===== src/rtl/gn_stream.sv =====
// gn_stream: streaming group normalisation. Collects one group of samples,
// derives mean and 1/sd with bit-serial sqrt and divide, then replays the
// buffered group as saturated signed fixed-point normalised samples.
module gn_stream #(
  parameter int DATA_WIDTH       = 8,
  parameter int IMG_WIDTH        = 4,
  parameter int IMG_HEIGHT       = 4,
  parameter int CHANNEL_NUM      = 8,
  parameter int CHANNEL_IN_GROUP = 2,
  parameter int GROUP_NUM        = CHANNEL_NUM / CHANNEL_IN_GROUP,
  parameter int INV_FRAC         = 8,
  parameter int OUT_FRAC         = 4
) (
  input  logic                         clk,
  input  logic                         reset,
  input  logic [DATA_WIDTH-1:0]        data_in,
  input  logic                         in_valid,
  output logic                         in_ready,
  input  logic                         end_of_frame,
  output logic [DATA_WIDTH-1:0]        data_out,
  output logic                         out_valid,
  input  logic                         out_ready,
  output logic                         out_last,
  output logic [$clog2(GROUP_NUM)-1:0] group_idx,
  output logic                         frame_err
);
  localparam int N     = CHANNEL_IN_GROUP * IMG_WIDTH * IMG_HEIGHT;
  localparam int LOG2N = $clog2(N);
  localparam int GW    = $clog2(GROUP_NUM);
  localparam int SW    = DATA_WIDTH + LOG2N;
  localparam int QW    = 2 * DATA_WIDTH + LOG2N;
  localparam int VW    = 2 * DATA_WIDTH;
  localparam int RW    = DATA_WIDTH + 4;  // sqrt partial remainder, with headroom
  localparam int DW2   = DATA_WIDTH + 2;  // divide partial remainder, with headroom
  localparam int QDW   = INV_FRAC + 1;    // 2^INV_FRAC / 1 needs one extra bit
  localparam int PW    = DATA_WIDTH + QDW + 2;
  localparam int SH    = INV_FRAC - OUT_FRAC;
  localparam int CW    = $clog2(DATA_WIDTH + INV_FRAC + 2);

  localparam logic signed [PW-1:0] SAT_HI = PW'((1 << (DATA_WIDTH - 1)) - 1);
  localparam logic signed [PW-1:0] SAT_LO = -SAT_HI - 1;

  typedef enum logic [2:0] {StCollect, StStats, StSqrt, StDiv, StPrep, StEmit} state_e;

  state_e                       state;
  logic [DATA_WIDTH-1:0]        buffer [N];
  logic [LOG2N-1:0]             cnt, eidx, sel;
  logic signed [SW-1:0]         sum;
  logic [QW-1:0]                sumsq;
  logic signed [DATA_WIDTH-1:0] mean;
  logic [VW-1:0]                sq_rad;
  logic [RW-1:0]                sq_rem;
  logic [DATA_WIDTH-1:0]        sq_root, sd;
  logic [DW2-1:0]               dv_rem;
  logic [QDW-1:0]               inv_sd;
  logic [CW-1:0]                step;

  // Input side
  logic signed [DATA_WIDTH-1:0] x;
  logic signed [VW-1:0]         x_sq;
  logic                         accept, group_last, frame_end;

  assign in_ready   = (state == StCollect) & ~reset;
  assign x          = $signed(data_in);
  assign x_sq       = x * x;
  assign accept     = in_valid & in_ready;
  assign group_last = (group_idx == GW'(GROUP_NUM - 1));
  assign frame_end  = (cnt == LOG2N'(N - 1)) && group_last;

  // Statistics: the upper slice of sum is floor(sum / N)
  logic signed [DATA_WIDTH-1:0] mean_c;
  logic [VW-1:0]                msq, var_c;
  logic signed [VW-1:0]         mean_sq;
  logic [VW:0]                  var_diff;

  assign mean_c   = sum[SW-1:LOG2N];
  assign msq      = sumsq[QW-1:LOG2N];
  assign mean_sq  = mean_c * mean_c;
  assign var_diff = {1'b0, msq} - {1'b0, mean_sq};
  assign var_c    = var_diff[VW] ? '0 : var_diff[VW-1:0];

  // Restoring sqrt step: two radicand bits per cycle
  logic [RW-1:0]         sq_cur, sq_trial, sq_rem_n;
  logic [DATA_WIDTH-1:0] sq_root_n;
  logic                  sq_ge;

  assign sq_cur    = (sq_rem << 2) | RW'(sq_rad[VW-1 -: 2]);
  assign sq_trial  = (RW'(sq_root) << 2) | RW'(1);
  assign sq_ge     = sq_cur >= sq_trial;
  assign sq_rem_n  = sq_ge ? sq_cur - sq_trial : sq_cur;
  assign sq_root_n = {sq_root[DATA_WIDTH-2:0], sq_ge};

  // Restoring divide step: dividend 2^INV_FRAC has a single 1 in its first bit
  logic [DW2-1:0] dv_cur, dv_rem_n;
  logic [QDW-1:0] inv_n;
  logic           dv_ge;

  assign dv_cur   = (dv_rem << 1) | DW2'(step == '0);
  assign dv_ge    = dv_cur >= DW2'(sd);
  assign dv_rem_n = dv_ge ? dv_cur - DW2'(sd) : dv_cur;
  assign inv_n    = {inv_sd[QDW-2:0], dv_ge};

  // Normalisation of the sample about to be presented
  logic signed [DATA_WIDTH-1:0] smp;
  logic signed [DATA_WIDTH:0]   diff;
  logic signed [PW-1:0]         prod, shifted;
  logic [DATA_WIDTH-1:0]        norm;

  assign sel     = (state == StEmit) ? eidx + 1'b1 : '0;
  assign smp     = $signed(buffer[sel]);
  assign diff    = {smp[DATA_WIDTH-1], smp} - {mean[DATA_WIDTH-1], mean};
  assign prod    = diff * $signed({1'b0, inv_sd});
  assign shifted = prod >>> SH;

  // Saturate the scaled value into the output sample range
  always_comb begin
    norm = shifted[DATA_WIDTH-1:0];
    if (shifted > SAT_HI) begin
      norm = SAT_HI[DATA_WIDTH-1:0];
    end else if (shifted < SAT_LO) begin
      norm = SAT_LO[DATA_WIDTH-1:0];
    end
  end

  // Group sample storage, written in arrival order
  always_ff @(posedge clk) begin
    if (accept) begin
      buffer[cnt] <= data_in;
    end
  end

  // Control FSM with registered outputs and datapath state
  always_ff @(posedge clk or posedge reset) begin
    if (reset) begin
      state     <= StCollect;
      cnt       <= '0;
      eidx      <= '0;
      sum       <= '0;
      sumsq     <= '0;
      mean      <= '0;
      sq_rad    <= '0;
      sq_rem    <= '0;
      sq_root   <= '0;
      sd        <= '0;
      dv_rem    <= '0;
      inv_sd    <= '0;
      step      <= '0;
      data_out  <= '0;
      out_valid <= 1'b0;
      out_last  <= 1'b0;
      group_idx <= '0;
      frame_err <= 1'b0;
    end else begin
      frame_err <= 1'b0;
      case (state)
        StCollect: begin
          if (accept) begin
            if (end_of_frame && !frame_end) begin
              // Early frame end: drop the partial group and restart the frame
              frame_err <= 1'b1;
              sum       <= '0;
              sumsq     <= '0;
              cnt       <= '0;
              group_idx <= '0;
            end else begin
              sum   <= sum + {{LOG2N{x[DATA_WIDTH-1]}}, x};
              sumsq <= sumsq + {{LOG2N{1'b0}}, x_sq};
              if (cnt == LOG2N'(N - 1)) begin
                cnt       <= '0;
                frame_err <= frame_end && !end_of_frame;
                state     <= StStats;
              end else begin
                cnt <= cnt + 1'b1;
              end
            end
          end
        end
        StStats: begin
          mean    <= mean_c;
          sq_rad  <= var_c;
          sq_rem  <= '0;
          sq_root <= '0;
          step    <= '0;
          state   <= StSqrt;
        end
        StSqrt: begin
          sq_rad  <= sq_rad << 2;
          sq_rem  <= sq_rem_n;
          sq_root <= sq_root_n;
          if (step == CW'(DATA_WIDTH - 1)) begin
            sd     <= (|sq_root_n) ? sq_root_n : DATA_WIDTH'(1);
            dv_rem <= '0;
            inv_sd <= '0;
            step   <= '0;
            state  <= StDiv;
          end else begin
            step <= step + 1'b1;
          end
        end
        StDiv: begin
          dv_rem <= dv_rem_n;
          inv_sd <= inv_n;
          if (step == CW'(INV_FRAC)) begin
            state <= StPrep;
          end else begin
            step <= step + 1'b1;
          end
        end
        StPrep: begin
          data_out  <= norm;
          out_valid <= 1'b1;
          out_last  <= (sel == LOG2N'(N - 1)) && group_last;
          eidx      <= '0;
          state     <= StEmit;
        end
        StEmit: begin
          if (out_ready) begin
            if (eidx == LOG2N'(N - 1)) begin
              out_valid <= 1'b0;
              out_last  <= 1'b0;
              sum       <= '0;
              sumsq     <= '0;
              cnt       <= '0;
              group_idx <= group_last ? '0 : group_idx + 1'b1;
              state     <= StCollect;
            end else begin
              eidx     <= eidx + 1'b1;
              data_out <= norm;
              out_last <= (sel == LOG2N'(N - 1)) && group_last;
            end
          end
        end
        default: state <= StCollect;
      endcase
    end
  end

endmodule


===== config.mk =====
export PLATFORM = sky130hd
export DESIGN_NAME = gn_stream
export DESIGN_NICKNAME = d
export VERILOG_FILES = /design/src/rtl/gn_stream.sv
export SDC_FILE = /design/constraint.sdc
export NUM_CORES = 1
export LEC_CHECK = 0
export ABC_AREA = 1
export ABC_CLOCK_PERIOD_IN_PS = 9400
export BUFFER_PORTS_ARGS = -buffer_cell sky130_fd_sc_hd__buf_2
export CORE_ASPECT_RATIO = 1.75
export CORE_UTILIZATION = 47
export DETAILED_ROUTE_END_ITERATION = 10
export SLEW_MARGIN = 30
export SYNTH_ARGS = -nofsm -noshare
export SYNTH_HDL_FRONTEND = slang
export SYNTH_SLANG_ARGS = --single-unit
export TNS_END_PERCENT = 100

===== constraint.sdc =====
create_clock -name clk -period 9.4 [get_ports clk]
set_clock_uncertainty 0.2 [all_clocks]
set_input_delay 0.47 -clock clk [delete_from_list [all_inputs] [get_ports clk]]
set_output_delay 0.47 -clock clk [all_outputs]
set_load 0.01 [all_outputs]

==> results.py <==
metrics = {
    "critical_path": {
        "r2r_cells": 40,
        "start_kind": "register",
        "reg2reg_to": "data_out[2]",
        "path_max_fanout": 67,
        "cpPeakStageDelay_ns": 0.55,
        "path_class": "register to register",
        "r2r_start": "state[1]",
        "end_kind": "register",
        "crit_start": "state[1]",
        "worstPathArrival_ns": 8.86,
        "cp.required_ns": 9.62,
        "ff2ff_setup_slack_ns": 0.77,
        "timing.critical_path.buf_inv": 6,
        "crit_family": "adder cells",
        "cp_slowest_cell": "fa_1",
        "crit_path_frequent_cell": "nand2_1",
    },
    "grt": {
        "gr-total-overflow": 0,
        "grtUsageTotal_pct": 23.45,
        "grt_start_max_net_pins": 83,
        "antenna_found_initial": 1,
        "grt_pass1_vias": 20190,
        "grt_pass1_wl_um": 104300,
    },
    "timing": {
        "post-route-period-util_pct": 91.86,
        "drv_slew": 0,
        "maxSlewHeadroom_pct": 34.48,
        "setup_viol": 0,
        "tightest_slew_ns": 0.9828,
        "min_period_ns": 8.635,
        "finalHoldViolations": 0,
        "finalSetupTns_ns": 0,
        "max_clock_freq_mhz": 115.8,
        "rsz0062_at_grt": "false",
    },
    "die": {
        "start_util_pct": 47.84,
        "io_pins": 27,
        "dieArea_mm2": 0.05639,
        "core_mm2": 0.05443,
        "die_h_um": 313.4,
        "dieWidth_um": 179.9,
        "num_rows": 113,
    },
    "synth": {
        "async_flop_share_pct": 34.19,
        "synth.top_cell.area_share_pct": 29.52,
        "ys_ff_latch": 389,
        "synth.distinct_cells": 48,
        "synth_area_mm2": 0.02604,
        "synth-edff-count": 256,
        "avgSynthCellArea_um2": 9.055,
        "synthFlopType": "edfxtp_1",
        "synth.largest_area_cell": "edfxtp_1",
        "synthCells": 2876,
        "seq_area_frac_synth_pct": 42.30,
        "syn-num-nets": 3215,
        "yosys-top-cells-area": "edfxtp_1 30%, dfrtp_1 13%, fa_1 11%",
        "yosysWarnings": 0,
    },
    "layout": {
        "layout_common_cells": "692 x nand2_1, 385 x inv_1, 304 x nand3_1",
        "nets": 3221,
        "area_growth_syn_to_layout_pct": 8.293,
        "drive_gt1_share_pct": 5.773,
        "diodes": 0,
        "final_common_cell": "nand2_1",
        "num-fill-cells": 5038,
    },
    "hold_path": {
        "hp-class": "input pin to register",
        "min_path_cells": 3,
        "whs_endpoint": "frame_err",
        "min-delay-start": "end_of_frame",
    },
    "run_status": {
        "outcome": "finished, violations left",
        "violations": "design-rule violations",
    },
    "clocking": {
        "postCtsSetupRepairBufs": 0,
        "cts.htree.levels": 2,
        "numClockSinks": 389,
        "root_buffer": "clkbuf_16",
        "cts_tree": "yes",
        "clockBufferDepth": 3,
        "cts_made_buffers": 36,
        "clock_latency_ns": 0.55,
        "clk_pin_slew_ns": 0.07,
    },
    "placed_design": {
        "hpwl_um": 47610,
        "port_buffers": 26,
        "place.gp.congestion": 0.9342,
    },
    "routing": {
        "totalWireLength_um": 63950,
        "drt_pass1_iterations": 8,
        "drt_iter0_drc": 1159,
        "viasPerCell": 5.427,
        "vias": 19540,
        "drc_errors": 3,
        "ant_nets": 0,
        "wire_per_inst_um": 17.76,
    },
    "flow_run": {
        "drv_cap": 0,
    },
}
-- sequential cells by signal, summed over array words and instances, names as in the netlist, 9 cells and up --
register and cells:
dv_rem 9, sq_rad 16, sumsq 21, sq_rem 10, buffer 256, sum 13, inv_sd 9
-- per-stage QoR --
| stage | hold WS (ns) | area, um^2 | util, % | setup slack (ns) | instances |
|---|---|---|---|---|---|
| finish | 0.04631 | 28200 | 51.81 | 0.7652 | 3600 |
| CTS | 0.01677 | 28200 | 51.80 | 0.4321 | 3600 |
| global placement | 0.2668 | 26910 | 49.44 | 0.6755 | 3533 |
| detailed placement | 0.2728 | 26910 | 49.44 | 0.4641 | 3533 |
| global route | 0.04988 | 28200 | 51.81 | 0.03961 | 3600 |
| floorplan | 0.2499 | 26040 | - | 1.579 | 2876 |
-- layer usage --
metal / vias to the layer above / wire length (um) / track usage, %
met5: - / 16 / 0
met4: 2 / 3103 / 11.42
met3: 136 / 2090 / 2.236
met2: 428 / 34670 / 45.14
met1: 9481 / 24070 / 25.52
li1: 9490 / - / -
-- synthesized netlist by cell type (5+ instances only) --
library cell	instances
inv_1	386
o21ai_0	117
inv_2	9
nand4_1	19
nor2_1	172
buf_1	10
or2_2	26
nand3_1	304
dfrtp_1	133
a21oi_1	128
fa_1	146
o22ai_1	38
clkbuf_1	45
nor3_1	11
xor2_1	45
a21o_1	6
o21bai_1	13
xnor2_1	37
nand2_1	692
ha_1	180
buf_2	26
nor2_4	5
o211ai_1	21
edfxtp_1	256
-- cell families after synthesis --
family          after synthesis  share of synthesized area [%]
simple gates               1244                          20.20
fa+ha+maj                   326                          19.87
compound gates              353                          7.692
buf+inv                     482                          7.173
xor+xnor                     82                          2.758
flops                       389                          42.30
-- timing repair --
action / in CTS / in global routing
resized for setup: 0 / 2
hold buffers: 1 / 0
setup endpoints to repair: 0 / 7
hold endpoints to repair: 81 / 0
-- tightest hold or removal path, stage by stage --
cell and delay (ns):
buf_2 0.12, or2_2 0.11, a21oi_1 0.05
-- area by class of cell --
class / instances / area [um^2] / share of cell area, %
inverter: 396 / 1493 / 5.293
timing repair buffer: 54 / 392.9 / 1.393
multi-input combinational: 2005 / 13160 / 46.67
clock buffer: 37 / 904.6 / 3.208
tap: 690 / 863.3 / 3.061
sequential: 389 / 11020 / 39.06
clock inverter: 29 / 370.4 / 1.313
-- worst max-delay path by stage --
stage | to | slack (ns) | depth (start not counted)
global route | data_out[3] | 0.04 | 43
detailed placement | data_out[6] | 0.46 | 42
floorplan | data_out[0] | 1.58 | 40
global placement | data_out[0] | 0.68 | 41
CTS | data_out[6] | 0.43 | 42
finish | data_out[2] | 0.77 | 40
Power is left out: the tool's default activity adds up to more than one toggle a clock period on the data nets, which glitch-free logic cannot reach.
